## src/rtl/posit_pkg.sv

```systemverilog
// posit<16,1> shared constants and the denormalized operand bundle.
// Used by posit_encode_16_1 and posit_round_rne.
package posit_pkg;

  localparam int POSIT_N       = 16;
  localparam int POSIT_ES      = 1;
  localparam int POSIT_FRAC_W  = 26;
  localparam int POSIT_SCALE_W = 7;
  localparam int MAXSCALE      = (POSIT_N - 2) << POSIT_ES;

  localparam logic [POSIT_N-1:0] POSIT_NAR    = 16'h8000;
  localparam logic [POSIT_N-1:0] POSIT_MAXPOS = 16'h7FFF;
  localparam logic [POSIT_N-1:0] POSIT_MINPOS = 16'h0001;

  typedef struct packed {
    logic                     sign;
    logic                     NaR;
    logic                     zero;
    logic [POSIT_SCALE_W-1:0] scale;
    logic [POSIT_FRAC_W-1:0]  fraction;
  } posit_denorm_t;

endpackage

```

## src/rtl/posit_round_rne.sv

```systemverilog
// Rounds a 15-bit posit magnitude and applies saturation rules.
// POSIT_ENCODE_RNE_EN selects round-to-nearest-even, else truncate.
module posit_round_rne
  import posit_pkg::*;
(
  input  logic [POSIT_N-2:0] mag_i,
  input  logic               guard_i,
  input  logic               sticky_i,
  input  logic               sat_hi_i,
  input  logic               sat_lo_i,
  output logic [POSIT_N-2:0] mag_o
);

  logic               inc;
  logic [POSIT_N-1:0] sum;

`ifdef POSIT_ENCODE_RNE_EN
  assign inc = guard_i & (mag_i[0] | sticky_i);
`else
  logic unused_gs;
  assign unused_gs = guard_i | sticky_i;
  assign inc = 1'b0;
`endif

  assign sum = {1'b0, mag_i} + {{(POSIT_N-1){1'b0}}, inc};

  // Posits never round to zero or wrap into NaR.
  always_comb begin
    mag_o = sum[POSIT_N-2:0];
    if (sat_hi_i)
      mag_o = POSIT_MAXPOS[POSIT_N-2:0];
    else if (sat_lo_i)
      mag_o = POSIT_MINPOS[POSIT_N-2:0];
    else if (sum[POSIT_N-1])
      mag_o = POSIT_MAXPOS[POSIT_N-2:0];
    else if (sum[POSIT_N-2:0] == '0)
      mag_o = POSIT_MINPOS[POSIT_N-2:0];
  end

endmodule

```

## src/rtl/posit_encode_16_1.sv

```systemverilog
// Denormalized posit<16,1> -> 16-bit posit encoder, 2-stage pipeline.
// Rounding mode selected by POSIT_ENCODE_RNE_EN (truncate if undefined).
module posit_encode_16_1
  import posit_pkg::*;
#(
  parameter int N       = POSIT_N,
  parameter int ES      = POSIT_ES,
  parameter int FRAC_W  = POSIT_FRAC_W,
  parameter int SCALE_W = POSIT_SCALE_W
) (
  input  logic               clk,
  input  logic               rst,
  output logic               rtr_o,
  input  logic               rts_i,
  input  logic               sow_i,
  input  logic               eow_i,
  input  logic [FRAC_W-1:0]  fraction_i,
  input  logic [SCALE_W-1:0] scale_i,
  input  logic               NaR_i,
  input  logic               sign_i,
  input  logic               zero_i,
  input  logic               rtr_i,
  output logic               rts_o,
  output logic               sow_o,
  output logic               eow_o,
  output logic [N-1:0]       posit_o
);

  localparam int VW = 2 + ES + FRAC_W + N - 1;
  localparam logic signed [SCALE_W-1:0] MAX_SC =
    SCALE_W'(MAXSCALE);

  logic process_en;
  logic receive_en;

  assign process_en = rtr_i | ~rts_o;
  assign receive_en = rts_i & rtr_o;

  posit_denorm_t in_d;
  posit_denorm_t skid_d;
  posit_denorm_t s1_d;
  logic          skid_v;
  logic          skid_sow;
  logic          skid_eow;
  logic          s1_up;
  logic          s1_sow_in;
  logic          s1_eow_in;

  always_comb begin
    in_d.sign     = sign_i;
    in_d.NaR      = NaR_i;
    in_d.zero     = zero_i;
    in_d.scale    = scale_i;
    in_d.fraction = fraction_i;
  end

  // Catches the one item accepted in the cycle downstream stalls.
  always_ff @(posedge clk) begin
    if (rst) begin
      rtr_o    <= 1'b0;
      skid_v   <= 1'b0;
      skid_d   <= '0;
      skid_sow <= 1'b0;
      skid_eow <= 1'b0;
    end else begin
      rtr_o <= process_en;
      if (process_en) begin
        skid_v <= 1'b0;
      end else if (receive_en) begin
        skid_v   <= 1'b1;
        skid_d   <= in_d;
        skid_sow <= sow_i;
        skid_eow <= eow_i;
      end
    end
  end

  assign s1_up     = skid_v | receive_en;
  assign s1_d      = skid_v ? skid_d : in_d;
  assign s1_sow_in = skid_v ? skid_sow : sow_i;
  assign s1_eow_in = skid_v ? skid_eow : eow_i;

  logic signed [SCALE_W-1:0] sc_in;
  logic signed [SCALE_W-1:0] sc;
  logic signed [4:0]         k;
  logic [4:0]                sh;
  logic                      sat_hi;
  logic                      sat_lo;
  logic signed [VW-1:0]      body;
  logic signed [VW-1:0]      shifted;

  // Leading 2'b10 / 2'b01 is sign-extended by the shift into the regime.
  always_comb begin
    sc_in  = $signed(s1_d.scale);
    sc     = sc_in;
    sat_hi = 1'b0;
    sat_lo = 1'b0;
    if (sc_in > MAX_SC) begin
      sc     = MAX_SC;
      sat_hi = 1'b1;
    end else if (sc_in < -MAX_SC) begin
      sc     = -MAX_SC;
      sat_lo = 1'b1;
    end
    k       = 5'(sc >>> ES);
    sh      = k[4] ? ~k : k;
    body    = {k[4] ? 2'b01 : 2'b10, sc[ES-1:0],
               s1_d.fraction, {(N-1){1'b0}}};
    shifted = body >>> sh;
  end

  logic         s1_v;
  logic         s1_sign;
  logic         s1_nar;
  logic         s1_zero;
  logic         s1_sat_hi;
  logic         s1_sat_lo;
  logic [N-2:0] s1_mag;
  logic         s1_guard;
  logic         s1_sticky;
  logic         s1_sow;
  logic         s1_eow;

  always_ff @(posedge clk) begin
    if (rst) begin
      s1_v      <= 1'b0;
      s1_sign   <= 1'b0;
      s1_nar    <= 1'b0;
      s1_zero   <= 1'b0;
      s1_sat_hi <= 1'b0;
      s1_sat_lo <= 1'b0;
      s1_mag    <= '0;
      s1_guard  <= 1'b0;
      s1_sticky <= 1'b0;
      s1_sow    <= 1'b0;
      s1_eow    <= 1'b0;
    end else if (process_en) begin
      s1_v <= s1_up;
      if (s1_up) begin
        s1_sign   <= s1_d.sign;
        s1_nar    <= s1_d.NaR;
        s1_zero   <= s1_d.zero;
        s1_sat_hi <= sat_hi;
        s1_sat_lo <= sat_lo;
        s1_mag    <= shifted[VW-1 -: N-1];
        s1_guard  <= shifted[VW-N];
        s1_sticky <= |shifted[VW-N-1:0];
        s1_sow    <= s1_sow_in;
        s1_eow    <= s1_eow_in;
      end
    end
  end

  logic [N-2:0] rnd_mag;
  logic [N-1:0] posit_d;

  posit_round_rne u_round (
    .mag_i    (s1_mag),
    .guard_i  (s1_guard),
    .sticky_i (s1_sticky),
    .sat_hi_i (s1_sat_hi),
    .sat_lo_i (s1_sat_lo),
    .mag_o    (rnd_mag)
  );

  always_comb begin
    posit_d = {1'b0, rnd_mag};
    if (s1_nar)
      posit_d = POSIT_NAR;
    else if (s1_zero)
      posit_d = '0;
    else if (s1_sign)
      posit_d = -{1'b0, rnd_mag};
  end

  always_ff @(posedge clk) begin
    if (rst) begin
      rts_o   <= 1'b0;
      sow_o   <= 1'b0;
      eow_o   <= 1'b0;
      posit_o <= '0;
    end else if (process_en) begin
      rts_o <= s1_v;
      if (s1_v) begin
        posit_o <= posit_d;
        sow_o   <= s1_sow;
        eow_o   <= s1_eow;
      end
    end
  end

endmodule

```

## config.mk

```make
export PLATFORM = sky130hd
export DESIGN_NAME = posit_encode_16_1
export DESIGN_NICKNAME = d
export VERILOG_FILES = /design/src/rtl/posit_pkg.sv /design/src/rtl/posit_round_rne.sv /design/src/rtl/posit_encode_16_1.sv
export SDC_FILE = /design/constraint.sdc
export NUM_CORES = 1
export LEC_CHECK = 0
export BUFFER_PORTS_ARGS = -buffer_cell sky130_fd_sc_hd__buf_2
export CAP_MARGIN = 30
export CORE_MARGIN = 5
export CORE_UTILIZATION = 35
export CTS_BUF_LIST = sky130_fd_sc_hd__clkbuf_8
export CTS_CLUSTER_DIAMETER = 120
export DETAILED_ROUTE_END_ITERATION = 7
export GPL_TIMING_DRIVEN = 0
export PLACE_DENSITY = 0.65
export SLEW_MARGIN = 30
export SYNTH_ARGS = -nofsm -noshare
export SYNTH_HDL_FRONTEND = slang
export SYNTH_HIERARCHICAL = 1
export SYNTH_SLANG_ARGS = --single-unit
export TNS_END_PERCENT = 1
```

## constraint.sdc

```tcl
create_clock -name clk -period 2.9 [get_ports clk]
set_input_delay 0.58 -clock clk [delete_from_list [all_inputs] [get_ports clk]]
set_output_delay 0.58 -clock clk [all_outputs]
set_load 0.005 [all_outputs]
```

# Yosys cells after proc, flatten, opt, wreduce, memory -nomap -nowiden
# Index checks and enable logic that the tools add are counted.
# Widths: inputs -> output; s select.
# totals
wordCells,53
output_inout_bits,20
n_memories,0
romBits,0
latch_bits,0
regBits,82
ramBits,0
# classes
add_sub_neg,1
n_lt_le_gt_ge,2
bitwise_logic,6
shifts,1
n_div,0
n_mul,0
mux,16
reduce_logical,5
eq_ne,0
# ops
operator,count
$mux 16,3
$mux 15,3
$sshr 44x5->44,1
$mux 36,1
$neg 15->16,1
$logic_not 15->1,1
$mux 6,2
$gt 7x6->1 const B,1
$lt 7x6->1 const B,1
$reduce_and 2->1,3
$mux 1,5
$mux 5,1
$not 5->5,1
$mux 2,1
$not 1->1,2
$or 1x1->1,2
$reduce_or 2->1,1
$and 1x1->1,1

# Logic depth before layout (Yosys ltp)
# Gate-level depths: netlist of run 1.
# depth
depth_word,8
mapped_depth,15
depth_no_buf,12

# Cells and area by module
# The synthesis of run 1 kept the hierarchy.
# modules_own_cells
mod,area_each_um2,n_inst,cells_each,seq_area_each_um2
posit_encode_16_1,5303.8,1,680,1681.6
posit_round_rne,186.4,1,24,0.0

# Worst setup path after synthesis of run 1
# OpenSTA, ideal clock, no wires.
# synth_timing
kind,in2reg
startpoint,input scale_i[6]
endpoint,register s1_sticky (netlist name)
stages,11
path_buffers,2
arrival_ps,2871
path_slack_ps,-104
path_cell_list,buf_2 mux2_4 o221ai_2 and2_1 buf_4 mux4_2 mux2_4 mux2_4 or3_1 o31ai_2 a211oi_1
# synth_rtl
element,line_no,source
"start, declared",posit_encode_16_1.sv:18,"input logic [SCALE_W-1:0] scale_i,"

# Worst setup path in the final report of run 1
# layout_timing
startpoint,register s1_sat_lo
endpoint,register posit_o[15]
# layout_via
elab_chain_cells,6
# layout_rtl
element,line_no,source
"start, declared",posit_encode_16_1.sv:117,logic s1_sat_lo;
"start signal, assigned",posit_encode_16_1.sv:144,s1_sat_lo <= sat_lo;
$mux 15,posit_round_rne.sv:32,else if (sat_lo_i)
$mux 15,posit_round_rne.sv:30,if (sat_hi_i)
named net rnd_mag[4],posit_encode_16_1.sv:154,logic [N-2:0] rnd_mag;
$neg 15->16,posit_encode_16_1.sv:173,"posit_d = -{1'b0, rnd_mag};"
$mux 16,posit_encode_16_1.sv:172,else if (s1_sign)
$mux 16,posit_encode_16_1.sv:170,else if (s1_zero)
$mux 16,posit_encode_16_1.sv:168,if (s1_nar)
"end signal, assigned",posit_encode_16_1.sv:185,posit_o <= posit_d;
"end, declared",posit_encode_16_1.sv:26,output logic [N-1:0] posit_o
# The timed path passes the listed nets, and every way through them passes these cells.
# A chain may end at the register's enable or synchronous reset.

==> results of run 1 <==
## area by class of cell
type / instances / share of cell area
Sequential cell: 68 / 0.282
Clock buffer: 9 / 0.0257
Buffer: 50 / 0.0539
Timing Repair Buffer: 45 / 0.0472
Multi-Input combinational cell: 394 / 0.535
Clock inverter: 7 / 0.0124
Tap cell: 147 / 0.0381
Inverter: 7 / 0.00545
## through the flow
stage	cell area, µm²	std cells	setup TNS, ps	hold slack [ps]
after floorplan	4190	519	0	433
after global placement	4590	710	-39.4	439
after detailed placement	4590	710	-56.0	445
after CTS	4790	726	0	443
after global routing	4820	727	-9.89	456
final	4820	727	0	455
## cells in the final DEF, fill, tap and decap left out, types with 3 or more instances in the layout
master and n:
nand4_1 4, buf_4 5, mux2i_4 4, xnor2_1 12, nor2_1 53, xor2_1 3, nand3_1 9, o21a_1 3
and2_1 3, o21ai_0 11, a21oi_1 45, mux2_2 12, clkinvlp_4 3, mux4_2 4, mux2i_1 27, nand2b_1 4
a21o_1 14, clkbuf_1 28, a311oi_1 3, buf_2 54, clkbuf_8 9, and3_1 3, mux2_4 4, or3_1 3
nand2_1 88, buf_6 4, o22ai_1 4, dfxtp_1 68, o211ai_1 3, nor4_2 3, nor3_1 15, a22oi_1 17
inv_1 6, a211oi_1 10
## critical path: cells and delay by family (launching register included)
family                 cells  cell delay, ps
flip-flops                 1             370
AND/OR/NAND/NOR            9            1790
buffers and inverters      2             260
AO/OA/AOI/OAI              1             200
## worst paths after layout
kind	end
min reg2reg	eow_o
min	eow_o
max	posit_o[15]
max reg2reg	posit_o[15]
## layer usage
metal	vias to the layer above	track usage	wire length, µm
met2	83	0.267	5200
li1	1938	-	-
met5	-	0	0
met3	11	0.0427	413
met1	1828	0.186	5080
met4	0	0.0308	104
## timing repair
action                                 CTS  global route
setup endpoints to repair                2             9
endpoints found under the hold margin    0             0
pin swaps                                0             1
setup buffers                            0             1
gates resized for setup                  2             6
hold buffers                             0             0
## where the power goes
group	leakage, nW	total [mW]	switching, mW	internal (mW)
logic	1.25	0.500	0.281	0.219
clock network	0.0844	0.743	0.420	0.323
registers	0.553	0.996	0.0299	0.966
total	1.89	2.24	0.731	1.51
## registers in the layout, indices dropped and copies added, names as in the netlist
name       flops
s1_nar         1
s1_eow         1
rts_o          1
s1_zero        1
s1_sat_hi      1
skid_d        22
s1_sow         1
s1_sign        1
skid_eow       1
s1_sat_lo      1
posit_o       16
s1_mag        15
eow_o          1
rtr_o          1
s1_v           1
sow_o          1
skid_sow       1
skid_v         1
==> results.toml, run 1 <==
[floorplan]
fp.dieArea_um2 = 14200
core_um2 = 11900
fp.dieW_um = 119
ioPinCount = 62
start_util = 0.353
rows = 40
dieHeight_um = 119

[worst_setup_path]
start_kind = "flop"
slowest_stage = "dfxtp_1"
arrival_ps = 2980
worstSetupPathType = "flop to flop"
crit_fanout = 10
critPathLaunch = "s1_sat_lo"
crit-reg2reg-launch = "s1_sat_lo"
path_cells = "inv_1 > buf_6 > a21o_1 > nor3_2 > nand2_1 > or3_1 > or3_1 > or3_1 > nor3_2 > nor3b_1 > nor3_1 > nor3_1"
r2r_cells = 12
critical_path_required_ps = 3130
path_common_cell = "or3_1"
crit_path_end_kind = "flop"
critPathMaxStageDelay_ps = 370
rrSetupSlack_ps = 150

[timing]
fin_ws_ps = 153
tightest_slew_ps = 652
fmax_mhz = 364
relSlewSlack = 0.562
slew_viol_final = 0
period_share = 0.947
setup_viol = 0
period_needed_ps = 2750
fin_worst_skew_ps = 6.82
hold_viol_final = 0

[route]
detail_route.wl_per_cell_um = 14.9
via_per_inst = 5.31
via_count = 3860
ant_nets = 0
drc = 0
drt_iter0_markers = 204
dr.pass1.iters = 4
wl_um = 10800

[global_route]
grt_pass1_vias = 3716
grt_max_degree = 15
grt_overflow = 0
grt_usage = 0.152
grt_pass1_wl_um = 17800
grt_antenna_before_repair = 0

[status]
outcome = "completed"

[run]
drv_cap = 0

[synth]
synth_area_um2 = 4190
syn_avg_cell_area_um2 = 8.06
synthCells = 519
synth_nets = 562
ys_warn_count = 6

[clocking]
path_clk_slew_ps = 80
htreeDepth = 3
numCtsBuffers = 9
clk_latency_ps = 360
cts_buffer_depth = 2
cts_tree = "yes"
cts.sinks = 68
cts-root-buf = "clkbuf_8"

[power_and_ir_drop]
powerDensity_nw_per_um2 = 464
p_leak_nw = 1.89
peakVddDrop_mv = 0.351
power_mw = 2.24

[cells_and_area]
fill_cells = 1187
insertedDiodeCount = 0
drive_gt1_frac = 0.216
postLayoutCoreUtil = 0.407
multi_input_area_um2 = 2580
areaGrowthSynthToFinish_pct = 15.3
nets = 618
seq_area_um2 = 1360

[worst_hold_path]
hold-path-cell-count = 2
hold_path_class = "flop to flop"
min_from = "eow_o"

[placement]
pre_cts_ws_ps = -50.3
place_hpwl_um = 8400
portBuffers = 44
gp_congestion = 0.863
(Power assumes the default switching activity.)
==> run 2: changes to the inputs <==
--- a/config.mk
+++ b/config.mk
@@ -13,7 +13,7 @@
 export CTS_CLUSTER_DIAMETER = 120
 export DETAILED_ROUTE_END_ITERATION = 7
 export GPL_TIMING_DRIVEN = 0
-export PLACE_DENSITY = 0.65
+export PLACE_DENSITY = 0.63
 export SLEW_MARGIN = 30
 export SYNTH_ARGS = -nofsm -noshare
 export SYNTH_HDL_FRONTEND = slang
==> constraint.sdc (replaced) <==
create_clock -name clk -period 3.5 [get_ports clk]
set_input_delay 0.7 -clock clk [delete_from_list [all_inputs] [get_ports clk]]
set_output_delay 0.7 -clock clk [all_outputs]
set_load 0.005 [all_outputs]
==> results.toml, run 2 (same netlist as run 1, synthesis figures left out) <==
[timing]
rsz0062_at_grt = "false"
slew_viol_final = 0
fin_worst_skew_ps = 10.5
period_needed_ps = 2950
tightest_slew_ps = 601
relSlewSlack = 0.596
hold_viol_final = 0
period_share = 0.842
tns_ps = 0
setup_viol = 0
fmax_mhz = 340

[floorplan]
fp.dieW_um = 119
start_util = 0.353
core_um2 = 11900
fp.dieArea_um2 = 14200
ioPinCount = 62
dieHeight_um = 119
rows = 40

[global_route]
grt_pass1_wl_um = 18000
grt_max_degree = 15
grt_antenna_before_repair = 0
grt_overflow = 0
grt_pass1_vias = 3715
grt_usage = 0.154

[clocking]
htreeDepth = 3
cts.sinks = 68
cts_hold_buf = 0
numCtsBuffers = 9
cts_setup_buffers = 0
cts_tree = "yes"
cts_buffer_depth = 2
cts_resized = 0
cts-root-buf = "clkbuf_8"
clk_latency_ps = 360
path_clk_slew_ps = 90

[route]
dr.pass1.iters = 5
drc = 0
via_per_inst = 5.26
via_count = 3819
drt_iter0_markers = 221
wl_um = 10700
ant_nets = 0
detail_route.wl_per_cell_um = 14.8

[cells_and_area]
layout_commonest_cell = "nand2_1"
largest_reg_flops = 22
finalNonFillerCells = 726
multi_input_area_um2 = 2540
largest-register = "skid_d"
nets = 617
insertedDiodeCount = 0
top_regs = "skid_d x22, posit_o x16, s1_mag x15"
seq_area_um2 = 1360
drive_gt1_frac = 0.207
layout_common_cells = "nand2_1, dfxtp_1, buf_2, nor2_1, a21oi_1"
postLayoutCellArea_um2 = 4770
fill_cells = 1224
areaGrowthSynthToFinish_pct = 14.1

[power_and_ir_drop]
p_leak_nw = 1.88
power_mw = 1.84
peakVddDrop_mv = 0.242
powerDensity_nw_per_um2 = 385

[status]
outcome = "completed"

[placement]
portBuffers = 44
gp_congestion = 0.878
place_hpwl_um = 8380
dp.cells = 710
place_area_um2 = 4590

[worst_hold_path]
hold_path_class = "flop to flop"

[worst_setup_path]
arrival_ps = 3220
crit_fanout = 10
critical_path_required_ps = 3770
crit_path_end_kind = "flop"
worstSetupPathType = "flop to flop"
start_kind = "flop"

[run]
drv_cap = 0
[run 2: layout make-up]
cell class                      instances  area share
Buffer                                 50      0.0532
Clock buffer                            9      0.0260
Clock inverter                          7      0.0126
Inverter                                7     0.00550
Multi-Input combinational cell        394       0.533
Sequential cell                        68       0.285
Tap cell                              147      0.0385
Timing Repair Buffer                   44      0.0461
[run 2: worst max-delay path, stage by stage, from the launching register on]
cell and delay (ps):
dfxtp_1 330, buf_6 160, buf_8 160, buf_6 180, mux2i_2 300, nand2_1 140
a22o_1 200, buf_4 160, nor2_4 190, buf_4 200, buf_2 200, nor2_1 70
a21oi_1 180, mux2i_1 120, a211oi_1 270
[run 2: routing by layer]
metal  up-vias  share of wire  GRT usage  wire length [µm]
li1       1927              -          -                 -
met2        93           0.46      0.251              4950
met3        12          0.052     0.0480               559
met5         -              0          0                 0
met4         0          0.015     0.0437               161
met1      1787           0.47      0.196              5040
[run 2: power by group]
part	leakage (nW)	internal, mW	switching, mW
clock	0.0844	0.267	0.343
combinational	1.24	0.175	0.227
sequential	0.553	0.801	0.0246
total	1.88	1.24	0.595
[run 2: per-stage QoR]
| stage | util | hold WS [ps] | worst slack (ps) |
|---|---|---|---|
| 6_report | 0.402 | 457 | 555 |
| 5_1_grt | 0.402 | 470 | 291 |
| 4_1_cts | 0.402 | 456 | 550 |
| 3_5_place_dp | 0.387 | 444 | 459 |
| 3_3_place_gp | 0.387 | 439 | 491 |
| 2_1_floorplan | - | 433 | 857 |
[run 2: path summary, 6_finish.rpt]
kind | startpoint | endpoint | slack [ps] | cells past startpoint
min reg2reg | skid_d[15] | skid_d[15] | 460 | 2
min | skid_d[15] | skid_d[15] | 460 | 2
max reg2reg | skid_v | s1_mag[4] | 550 | 14
max | skid_v | s1_mag[4] | 550 | 14
==> run 3: changes to the inputs <==
--- a/config.mk
+++ b/config.mk
@@ -5,6 +5,7 @@
 export SDC_FILE = /design/constraint.sdc
 export NUM_CORES = 1
 export LEC_CHECK = 0
+export ABC_AREA = 1
 export BUFFER_PORTS_ARGS = -buffer_cell sky130_fd_sc_hd__buf_2
 export CAP_MARGIN = 30
 export CORE_MARGIN = 5
==> constraint.sdc (replaced) <==
create_clock -name clk -period 2.9 [get_ports clk]
set_input_delay 0.58 -clock clk [delete_from_list [all_inputs] [get_ports clk]]
set_output_delay 0.58 -clock clk [all_outputs]
set_load 0.005 [all_outputs]
==> results.toml, run 3 <==
[status]
outcome = "completed"

[worst_hold_path]
hold_path_class = "input port to flop"

[power_and_ir_drop]
peakVddDrop_mv = 0.361
p_leak_nw = 2.13
powerDensity_nw_per_um2 = 502

[synth]
synthCells = 627
synth_nets = 670
synth_area_um2 = 4130
ys_warn_count = 6
syn_avg_cell_area_um2 = 6.59

[placement]
portBuffers = 47
gp_congestion = 0.904
pre_cts_ws_ps = 230
place_hpwl_um = 8900

[clocking]
path_clk_slew_ps = 90
clk_latency_ps = 380
cts_hold_buf = 0
cts_setup_buffers = 0
cts-root-buf = "clkbuf_8"
cts_buffer_depth = 2
numCtsBuffers = 9
cts.sinks = 68
htreeDepth = 3
cts_tree = "yes"

[cells_and_area]
seq_area_um2 = 1360
layout_commonest_cell = "nand2_1"
areaGrowthSynthToFinish_pct = 15.1
largest-register = "skid_d"
drive_gt1_frac = 0.181
nets = 728
largest_reg_flops = 22
top_regs = "skid_d x22, posit_o x16, s1_mag x15"
insertedDiodeCount = 0
layout_common_cells = "nand2_1, nor2_1, nand3_1, dfxtp_1, o21ai_0"
fill_cells = 1248
multi_input_area_um2 = 2320
postLayoutCoreUtil = 0.413

[floorplan]
rows = 39
ioPinCount = 62
core_um2 = 11500
dieHeight_um = 119
start_util = 0.359
fp.dieArea_um2 = 14100
fp.dieW_um = 119

[global_route]
grt_pass1_vias = 3959
grt_overflow = 0
grt_pass1_wl_um = 18600
grt_max_degree = 15
grt_usage = 0.163
grt_antenna_before_repair = 0

[timing]
setup_viol = 0
tightest_slew_ps = 760
relSlewSlack = 0.492
period_needed_ps = 2660
period_share = 0.917
fin_worst_skew_ps = 16.1
hold_viol_final = 0
slew_viol_final = 0
rsz0062_at_grt = "false"
fin_hold_ws_ps = 441
fmax_mhz = 376
fin_ws_ps = 241
tns_ps = 0

[route]
detail_route.wl_per_cell_um = 13.3
drt_iter0_markers = 227
dr.pass1.iters = 5
via_count = 4167
drc = 0
ant_nets = 0
wl_um = 11100
via_per_inst = 5.00

[worst_setup_path]
crit_path_end_kind = "flop"
arrival_ps = 2930
crit_fanout = 9
start_kind = "flop"
critPathMaxStageDelay_ps = 530
slowest_stage = "nor3_2"
critical_path_required_ps = 3170
path_common_cell = "nand2_2"
path_cells = "buf_6 > inv_4 > buf_6 > nand2_2 > nand2_2 > nor2_1 > nand3_1 > nand3_2 > nand2_2 > nor3_2 > inv_2 > a21oi_2 > a21oi_1"
worstSetupPathType = "flop to flop"

[run]
drv_cap = 0
## run 3: cell count changes in the layout (fill, tap and decap cells not counted), moves of 12 or more
cell     change
nor2_1      +17
nand2_1     +41
inv_1       +47
mux2_2      -12
mux2i_1     -17
nand3_1     +59
a22oi_1     -15
a21o_1      -12
o21ai_0     +55
## run 3: where the power goes
group	total (mW)	switching [mW]	leakage, nW	internal [mW]
clock network	0.842	0.432	0.101	0.410
logic	0.544	0.346	1.47	0.197
registers	1.00	0.0278	0.553	0.974
total	2.39	0.806	2.13	1.58
## run 3: worst max-delay path: cells and delay by family, from the launching register on
family | cells | cell delay (ps)
and+or+nand+nor | 7 | 1150
buffers and inverters | 4 | 490
AOI/OAI and AO/OA | 2 | 490
DFF | 1 | 400
## run 3: stage by stage
step | power (mW) | instances | cell area (µm²)
final | 2.39 | 833 | 4760
after global routing | 2.54 | 833 | 4760
after detailed placement | 1.56 | 817 | 4550
after global placement | 1.55 | 817 | 4550
after CTS | 2.41 | 833 | 4750
after floorplan | 1.42 | 627 | 4130
## run 3: final timing paths
kind,to,slack (ps),cells past startpoint,startpoint
setup / recovery,s1_mag[12],240,13,skid_v
hold reg to reg,posit_o[8],460,2,posit_o[8]
setup reg to reg,s1_mag[12],240,13,skid_v
hold / removal,skid_d[17],440,3,fraction_i[17]
## run 3: repair_timing
item                       4_1_cts  5_1_grt
gates resized for setup          0        1
hold endpoints to repair         0        0
setup endpoints to repair        0        1
## run 3: area by class of cell
cell class	instances	share of cell area
Sequential cell	68	0.286
Clock inverter	7	0.0171
Inverter	60	0.0479
Multi-Input combinational cell	459	0.487
Buffer	40	0.0484
Clock buffer	9	0.0260
Timing Repair Buffer	47	0.0494
Tap cell	143	0.0376
## run 3: routing by layer
layer	global-route usage	vias up	share of wire
met3	0.0458	18	0.045
met2	0.280	89	0.47
met5	0	-	0
li1	-	2170	-
met4	0.0565	0	0.025
met1	0.195	1890	0.46
